==> src/rtl/clk_en_pkg.sv <==
// Shared types and default configuration for the clk_en_bank clock-enable generator.
package clk_en_pkg;

    localparam int DEF_NUM_CH = 6;
    localparam int DEF_CNT_W  = 16;
    localparam int CH_IDX_W   = $clog2(DEF_NUM_CH);

    typedef logic [DEF_CNT_W-1:0] cnt_t;

    typedef struct packed {
        cnt_t div;
        cnt_t phase;
        logic pending;
    } ch_cfg_t;

    // Channel 0 occupies the least significant slice.
    localparam logic [DEF_NUM_CH*DEF_CNT_W-1:0] DEF_DIV_VEC_DFLT =
        {16'd500, 16'd50, 16'd10, 16'd5, 16'd2, 16'd1};

endpackage

==> src/rtl/clk_en_ch.sv <==
// One clock-enable channel: wrap counter, one-deep ratio shadow, registered tick and square wave.
module clk_en_ch #(
    parameter int               CNT_W   = 16,
    parameter logic [CNT_W-1:0] DEF_DIV = 1
) (
    input  logic             clk,
    input  logic             rst_n,
    input  logic             en_i,
    input  logic             sync_i,
    input  logic             wr_i,
    input  logic [CNT_W-1:0] wr_div_i,
    input  logic [CNT_W-1:0] wr_phase_i,
    output logic             pending_o,
    output logic             tick_o,
    output logic             clk_o
);

    logic [CNT_W-1:0] cnt_q, cnt_d;
    logic [CNT_W-1:0] div_q, div_d;
    logic [CNT_W-1:0] phase_q, phase_d;
    logic [CNT_W-1:0] sh_div_q, sh_phase_q;
    logic             pend_q, pend_d;
    logic             tick_q, tick_d;
    logic             clk_q, clk_d;
    logic             wrap;
    logic             apply;

    assign wrap = en_i && (cnt_q >= (div_q - CNT_W'(1)));

    always_comb begin
        apply   = pend_q && (!en_i || sync_i || wrap);
        div_d   = div_q;
        phase_d = phase_q;
        pend_d  = pend_q;
        if (apply) begin
            div_d   = sh_div_q;
            phase_d = sh_phase_q;
            pend_d  = 1'b0;
        end
        // A stopped channel has no period in progress, so a write takes effect at once.
        if (wr_i) begin
            if (!en_i) begin
                div_d   = wr_div_i;
                phase_d = wr_phase_i;
            end else begin
                pend_d  = 1'b1;
            end
        end

        cnt_d  = cnt_q + CNT_W'(1);
        tick_d = 1'b0;
        clk_d  = 1'b0;
        if (!en_i || sync_i) begin
            cnt_d = phase_d;
        end else if (wrap) begin
            cnt_d  = '0;
            tick_d = 1'b1;
            clk_d  = (div_d >> 1) != '0;
        end else begin
            clk_d = cnt_d < (div_d >> 1);
        end
    end

    always_ff @(posedge clk or negedge rst_n) begin
        if (!rst_n) begin
            cnt_q      <= '0;
            div_q      <= DEF_DIV;
            phase_q    <= '0;
            sh_div_q   <= '0;
            sh_phase_q <= '0;
            pend_q     <= 1'b0;
            tick_q     <= 1'b0;
            clk_q      <= 1'b0;
        end else begin
            cnt_q   <= cnt_d;
            div_q   <= div_d;
            phase_q <= phase_d;
            pend_q  <= pend_d;
            tick_q  <= tick_d;
            clk_q   <= clk_d;
            if (wr_i) begin
                sh_div_q   <= wr_div_i;
                sh_phase_q <= wr_phase_i;
            end
        end
    end

    assign pending_o = pend_q;
    assign tick_o    = tick_q;
    assign clk_o     = clk_q;

endmodule

==> src/rtl/clk_en_bank.sv <==
// N-channel clock-enable / divided-clock bank with runtime ratio config and global phase sync.
// Optional per-channel start phase enabled by defining CLK_EN_BANK_PHASE_EN.
module clk_en_bank
    import clk_en_pkg::*;
#(
    parameter int                      NUM_CH      = DEF_NUM_CH,
    parameter int                      CNT_W       = DEF_CNT_W,
    parameter logic [NUM_CH*CNT_W-1:0] DEF_DIV_VEC = DEF_DIV_VEC_DFLT,
    localparam int                     CH_W        = (NUM_CH > 1) ? $clog2(NUM_CH) : 1
) (
    input  logic              clk,
    input  logic              rst_n,
    input  logic [NUM_CH-1:0] en_i,
    input  logic              sync_i,
    input  logic              cfg_vld_i,
    output logic              cfg_rdy_o,
    input  logic [CH_W-1:0]   cfg_ch_i,
    input  logic [CNT_W-1:0]  cfg_div_i,
`ifdef CLK_EN_BANK_PHASE_EN
    input  logic [CNT_W-1:0]  cfg_phase_i,
`endif
    output logic              cfg_err_o,
    output logic [NUM_CH-1:0] tick_o,
    output logic [NUM_CH-1:0] clk_o
);

    logic [NUM_CH-1:0] pend;
    logic [NUM_CH-1:0] wr;
    logic [CNT_W-1:0]  phase_w;
    logic              ch_ok;
    logic              bad;
    logic              fire;
    logic              err_q;

`ifdef CLK_EN_BANK_PHASE_EN
    assign phase_w = cfg_phase_i;
`else
    assign phase_w = '0;
`endif

    // Out-of-range channels are always accepted so the error pulse can be reported.
    assign ch_ok     = int'(cfg_ch_i) < NUM_CH;
    assign cfg_rdy_o = ch_ok ? ~pend[cfg_ch_i] : 1'b1;
    assign bad       = !ch_ok || (cfg_div_i == '0) || (phase_w >= cfg_div_i);
    assign fire      = cfg_vld_i && cfg_rdy_o;

    always_ff @(posedge clk or negedge rst_n) begin
        if (!rst_n) begin
            err_q <= 1'b0;
        end else begin
            err_q <= fire && bad;
        end
    end

    assign cfg_err_o = err_q;

    generate
        for (genvar gi = 0; gi < NUM_CH; gi++) begin : g_ch
            assign wr[gi] = fire && !bad && (int'(cfg_ch_i) == gi);

            clk_en_ch #(
                .CNT_W   (CNT_W),
                .DEF_DIV (DEF_DIV_VEC[gi*CNT_W +: CNT_W])
            ) u_ch (
                .clk        (clk),
                .rst_n      (rst_n),
                .en_i       (en_i[gi]),
                .sync_i     (sync_i),
                .wr_i       (wr[gi]),
                .wr_div_i   (cfg_div_i),
                .wr_phase_i (phase_w),
                .pending_o  (pend[gi]),
                .tick_o     (tick_o[gi]),
                .clk_o      (clk_o[gi])
            );
        end
    endgenerate

endmodule
==> config.mk <==
export PLATFORM = sky130hd
export DESIGN_NAME = clk_en_bank
export DESIGN_NICKNAME = d
export VERILOG_FILES = /design/src/rtl/clk_en_pkg.sv /design/src/rtl/clk_en_ch.sv /design/src/rtl/clk_en_bank.sv
export SDC_FILE = /design/constraint.sdc
export NUM_CORES = 1
export LEC_CHECK = 0
export BUFFER_PORTS_ARGS = -buffer_cell sky130_fd_sc_hd__buf_2
export CAP_MARGIN = 20
export CORE_UTILIZATION = 50
export CTS_CLUSTER_DIAMETER = 200
export DETAILED_ROUTE_END_ITERATION = 10
export HOLD_SLACK_MARGIN = 0.06
export PLACE_DENSITY = 0.66
export SYNTH_ARGS = -nofsm -noshare
export SYNTH_HDL_FRONTEND = slang
export SYNTH_HIERARCHICAL = 1
export SYNTH_SLANG_ARGS = --single-unit
==> constraint.sdc <==
create_clock -name clk -period 7.7 [get_ports clk]
set_clock_uncertainty 0.15 [all_clocks]
set_input_delay 1.155 -clock clk [delete_from_list [all_inputs] [get_ports clk]]
set_output_delay 1.155 -clock clk [all_outputs]
set_load 0.005 [all_outputs]
==> results.md, run 1 <==
* Register area share after synthesis at 45.1%
* RSZ-0062 raised after global routing: false
* Mapped cell area at 27700 sq um
* Initial antenna violation count at 2
* Final setup TNS at 0 ns
* Async set-or-reset flop fraction in the synthesized netlist at 100%
* Cells after Synth at 2747
* Max Root-Sink Buffers at 3
* WP data arrival at 6.46 ns
* Setup crit end kind: flop
* Worst-path fanout max at 17
* Final core occ at 57.7%
* Req. time, crit path at 8.11 ns
* CTS Hold Buffers Added at 0
* Startpoint types: flop
* VDD IR max at 0.192 mV
* Post-Route WL at 69.9 mm
* Num rows at 85
* Fillers at 4692
* Num CTS Buffers at 56
* Total track usage at 25.4%
* Synth area leaders: dfrtp_1, ha_1, mux2_2
* Root Driver: clkbuf_16
* IO Port Bufs at 42
* Area Overhead vs Synth at 13.1%
* RD Place Congestion at 0.929
* Synthesized area per cell at 10.1 sq um
* Worst-margin pin slew at 1.10 ns
* Yosys top cell by area: dfrtp_1
* FF+latch count, synth at 499
* CTS sink cnt at 499
* Yosys top cell area share at 43.7%
* Vias in the first global route at 20800
* Number of H-tree levels at 2
* Post-CTS repair timing setup buffer count at 0
* Yosys warns at 6
* Hold Path Class: input pin to asynchronous set/reset pin
* Predominant post-synthesis flop cell: dfrtp_1
* Vias at 21000
* Synth unique cells at 76
* Initial Util at 51.0%
* Chip height at 237 um
* Largest net degree at the start of global routing at 168
* Area of the multi-input gates at 15000 sq um
* Ports at 43
* Status: complete, no violations
* DRT antenna net count at 0
* Drt initial violations at 1458
* Core area at 54300 sq um
* Max-slew headroom at 26.6%
* Die width at 237 um
* EDFF count, synth at 0
* Minimum clock period at 6.05 ns
* Drc violations at 0
* Max-Cap Viols at 0
* CTS tree: done
* Placed cell areas at 29400 sq um
* Global-route wire length before repair at 115 mm
* Fin crit share at 78.6%
* Drt via density at 5.61
* Static leakage at 14.4 nW
* Pwr Density at 357 nW/um^2
* Die ar. at 56400 sq um
* Crit Path Class: flop to flop
* Routed len/inst at 18.7 um
* Post-synth top cells: dfrtp_1, nand2_1, nor2_1, ha_1, mux2_2
* Final #Nets at 3172
* Most frequent cell after synthesis: dfrtp_1
* Final instance area at 31400 sq um
* Final Max Slew Viols at 0
* Worst-path clk slew at 0.06 ns
* Remaining Overflow, GRT at 0
* Clk_lat worst skew at 0.63 ns
* Hpwl dp at 49.4 mm
* # setup viols final at 0
* Share of layout cells above drive strength 1 at 14.2%
* Final Hold Violating Endpoints at 0
* Register Area at 12500 sq um
* Max Clk Rate at 165 MHz
* Post-CTS sizing at 0
* DR pass1 iterations at 5
-- per-layer routing --
| layer | GRT usage [%] | up-vias | part of all wire [%] |
|---|---|---|---|
| met2 | 39.5 | 418 | 45 |
| met4 | 7.51 | 0 | 2.6 |
| li1 | - | 10000 | - |
| met5 | 0 | - | 0 |
| met1 | 37.1 | 10400 | 48 |
| met3 | 3.29 | 117 | 3.9 |
-- path summary, 6_finish.rpt --
| check | startpoint | end | slack [ns] | cells past startpoint |
|---|---|---|---|---|
| worst min register to register | g_ch[4].u_ch/sh_phase_q[15]$_DFFE_PN0P_ | g_ch[4].u_ch/sh_phase_q[15]$_DFFE_PN0P_ | 0.35 | 1 |
| worst max register to register | g_ch[0].u_ch/div_q[4]$_DFF_PN0_ | g_ch[0].u_ch/clk_o$_DFF_PN0_ | 1.65 | 17 |
| min in group clk | g_ch[4].u_ch/sh_phase_q[15]$_DFFE_PN0P_ | g_ch[4].u_ch/sh_phase_q[15]$_DFFE_PN0P_ | 0.35 | 1 |
| worst min-delay path | rst_n | g_ch[3].u_ch/sh_phase_q[10]$_DFFE_PN0P_ | 0.35 | 1 |
| max in group asynchronous | rst_n | g_ch[5].u_ch/sh_phase_q[10]$_DFFE_PN0P_ | 5.65 | 2 |
| worst max-delay path | g_ch[0].u_ch/div_q[4]$_DFF_PN0_ | g_ch[0].u_ch/clk_o$_DFF_PN0_ | 1.65 | 17 |
-- sequential cells by signal (all words and copies together), names as in the netlist --
name	flops
g_ch.u_ch/cnt_q	96
g_ch.u_ch/div_q	96
g_ch.u_ch/phase_q	96
g_ch.u_ch/sh_div_q	96
g_ch.u_ch/sh_phase_q	96
g_ch.u_ch/clk_o	6
g_ch.u_ch/pending_o	6
g_ch.u_ch/tick_o	6
cfg_err_o	1
-- layout by cell type (no fill, tap or decap), types with 52 or more instances in the layout --
cell / Yosys / layout
ha_1: 192 / 192
nor2_1: 196 / 196
a22o_1: 73 / 73
o21ai_0: 52 / 52
inv_1: 136 / 136
mux2_2: 192 / 192
dfrtp_1: 484 / 484
xor2_1: 57 / 57
clkbuf_16: 0 / 57
a21oi_1: 134 / 134
conb_1: 1 / 192
xnor2_1: 107 / 107
a31oi_1: 89 / 85
nand2_1: 349 / 349
nand3_1: 71 / 71
-- cell families (layout without fill, tap and decap cells) --
logic type / after synthesis / count (layout) / share of synthesized area (%)
mux: 230 / 230 / 9.21
xor+xnor: 164 / 164 / 5.18
flops: 499 / 499 / 45.1
other cells: 1 / 194 / 0.0135
buf+inv: 257 / 317 / 3.90
compound gates: 560 / 560 / 14.1
fa+ha+maj: 192 / 192 / 8.67
simple gates: 844 / 844 / 13.9
-- critical path, stage by stage (launching register included) --
cell,delay (ns)
dfrtp_1,0.41
nor4_1,0.61
nand3_1,0.27
nor4_1,0.29
xnor2_1,0.11
ha_1,0.30
nand4_1,0.15
or4_1,0.54
o32a_1,0.35
a31oi_2,0.82
buf_4,0.37
a21oi_1,0.10
a21oi_1,0.35
inv_1,0.08
ha_1,0.22
a211o_1,0.28
o311ai_0,0.36
a32o_1,0.21
-- stage by stage --
step	setup WS (ns)	std cells	power, W	hold WS (ns)
6_report	1.65	3739	0.0112	0.354
5_1_grt	1.21	3738	0.0120	0.364
4_1_cts	1.61	3733	0.0112	0.358
3_5_place_dp	1.66	3628	0.00842	0.346
3_3_place_gp	1.84	3626	0.00823	0.339
2_1_floorplan	2.87	2938	0.00716	0.324
-- power breakdown --
| group | switching (W) | internal [W] |
|---|---|---|
| clock | 0.00111 | 0.00163 |
| combinational | 0.00227 | 0.00186 |
| sequential | 0.000788 | 0.00353 |
| total | 0.00417 | 0.00702 |
-- layout make-up --
cell class / instances / area share [%]
Timing Repair Buffer: 76 / 1.72
Multi-Input combinational cell: 2182 / 47.7
Sequential cell: 499 / 39.9
Antenna cell: 2 / 0.0160
Clock inverter: 27 / 0.818
Tap cell: 739 / 2.95
Clock buffer: 78 / 5.28
Inverter: 136 / 1.63
No activity file was read; power rests on OpenSTA's default activity.
==> run 2, diff against run 1 <==
- PLACE_DENSITY: 0.66 -> 0.68
- clock period: 7.7 -> 5 ns (I/O delays scaled with it)
==> run 2 against run 1 <==
  * Routed wire length up 3.4%
  * Core utilization increased by 3.4 points
  * Cell area grew 5.9%
  * Sequential share of layout area down 2.2 points
  * Cell count grew 3.8%
  * Critical path depth rose by 5
  * Critical endpoint is now g_ch[3].u_ch/clk_o$_DFF_PN0_
  * Largest cell class unchanged
  * Largest power group is now combinational logic
==> results.md, run 2 (synthesized netlist as in run 1, its figures left out) <==
* Commonest non-fill, non-tap cell in the layout: dfrtp_1
* Final Max Slew Viols at 0
* Minimum clock period at 4.94 ns
* Clk_lat worst skew at 0.63 ns
* Share of layout cells above drive strength 1 at 20.8%
* CTS tree: done
* Status: complete, no violations
* Num CTS Buffers at 55
* Sw frac at 37.8%
* Largest net degree at the start of global routing at 117
* Max-slew headroom at 12.8%
* Commonest non-fill, non-tap cells in the layout: dfrtp_1, nand2_1, nor2_1
* Ports at 43
* Pwr Total at 0.0180 W
* Final #Nets at 3318
* Initial antenna violation count at 2
* Reg power frac at 37.1%
* Setup crit end kind: flop
* Psw at 0.00679 W
* RD Place Congestion at 0.962
* Met3 WL at 3.10 mm
* DR pass1 iterations at 5
* Highest metal used: met4
* Final setup TNS at 0 ns
* Power Internal at 0.0112 W
* Remaining Overflow, GRT at 0
* Worst-path fanout max at 8
* VDD IR max at 0.314 mV
* Routed len/inst at 18.6 um
* Total track usage at 25.7%
* Layout Cells excl Fill at 3880
* Drc violations at 0
* Static leakage at 15.1 nW
* Max Root-Sink Buffers at 3
* Hpwl dp at 51.0 mm
* Chip height at 237 um
* Die ar. at 56400 sq um
* Startpoint types: flop
* IO Port Bufs at 42
* Area Overhead vs Synth at 19.7%
* Num rows at 85
* Initial Util at 51.0%
* Max-Cap Viols at 0
* Root Driver: clkbuf_16
* Core area at 54300 sq um
* Global-route wire length before repair at 116 mm
* # setup viols final at 0
* Routed met1 length at 34.4 mm
* Final Hold Violating Endpoints at 0
* WP data arrival at 5.35 ns
* Drt initial violations at 1555
* Hold Path Class: input pin to flop
* RSZ-0062 raised after global routing: true
* Vias in the first global route at 21200
* Worst-path clk slew at 0.06 ns
* Drt via density at 5.53
* Post-Route WL at 72.3 mm
* Worst Hold Slack at 0.258 ns
* Clock share of power at 23.0%
* Vias at 21500
* Dpl cells at 3732
* Fin crit share at 98.8%
* CTS sink cnt at 499
* Die width at 237 um
* Max Clk Rate at 202 MHz
* Number of H-tree levels at 2
* Pwr Density at 542 nW/um^2
* Worst-margin pin slew at 1.31 ns
* DRT antenna net count at 0
* Crit Path Class: flop to flop
* Req. time, crit path at 5.41 ns
* Routed wl met2 at 33.2 mm
* Combinational share of power at 39.9%
-- run 2: stage by stage --
stage,worst slack [ns],utilization (%),cell area (sq um)
after floorplan,0.171,-,28400
after global placement,-0.109,55.6,30200
after detailed placement,-0.152,55.6,30200
after CTS,0.0120,59.1,32100
after global routing,-0.194,61.1,33200
final,0.0589,61.1,33200
-- run 2: path summary, 6_finish.rpt --
kind | from | to | slack [ns] | cells after the start
setup reg to reg | g_ch[3].u_ch/div_q[4]$_DFF_PN0_ | g_ch[3].u_ch/clk_o$_DFF_PN0_ | 0.06 | 22
hold / removal | en_i[3] | g_ch[3].u_ch/pending_o$_DFF_PN0_ | 0.26 | 3
hold reg to reg | g_ch[1].u_ch/sh_phase_q[2]$_DFFE_PN0P_ | g_ch[1].u_ch/sh_phase_q[2]$_DFFE_PN0P_ | 0.36 | 1
setup / recovery | g_ch[3].u_ch/div_q[4]$_DFF_PN0_ | g_ch[3].u_ch/clk_o$_DFF_PN0_ | 0.06 | 22
min in group asynchronous | rst_n | g_ch[3].u_ch/phase_q[6]$_DFF_PN0_ | 0.55 | 2
max in group asynchronous | rst_n | g_ch[1].u_ch/cnt_q[8]$_DFF_PN0_ | 3.06 | 3
-- run 2: cell type report --
class / instances / area [sq um]
Antenna cell: 2 / 5.00
Multi-Input combinational cell: 2182 / 15600
Timing Repair Buffer: 223 / 1780
Inverter: 136 / 510
Fill cell: 4508 / 21200
Clock inverter: 21 / 282
Tap cell: 739 / 925
Clock buffer: 78 / 1550
Sequential cell: 499 / 12500
-- run 2: critical path: stages (launching register included) --
cell and delay, ns:
dfrtp_1 0.40, nor4_2 0.26, buf_4 0.18, nand3_4 0.09, buf_4 0.17, nor3_2 0.18, xnor2_1 0.11, ha_1 0.30
nand4_1 0.16, or4_4 0.44, o32a_1 0.43, a31oi_4 0.34, buf_12 0.18, a21oi_2 0.06, o2bb2ai_2 0.20, ha_1 0.34
a21oi_2 0.15, nor2b_2 0.06, o21ai_1 0.17, o21ai_1 0.09, o21ai_1 0.11, and3_1 0.16, a32o_1 0.15
-- run 2: what timing repair did --
item / CTS / global route
gates resized for setup: 14 / 120
buffers inserted: 0 / 40
hold buffers: 1 / 0
pin swaps: 2 / 60
endpoints found under the hold margin: 65 / 0
gates cloned: 0 / 6
endpoints found under the setup margin: 5 / 6
-- run 2: metal layers --
| layer | vias to the layer above | GRT usage (%) |
|---|---|---|
| li1 | 10300 | - |
| met1 | 10600 | 37.3 |
| met2 | 472 | 40.4 |
| met3 | 99 | 3.30 |
| met4 | 0 | 7.31 |
| met5 | - | 0 |
-- run 2: power groups by stage --
stage,Sequential (W),Combinational (W),Clock [W]
after global routing,0.00685,0.00799,0.00438
after global placement,0.00659,0.00639,0
after detailed placement,0.00662,0.00664,0
after CTS,0.00659,0.00671,0.00424
final,0.00667,0.00718,0.00414
after floorplan,0.00630,0.00472,0
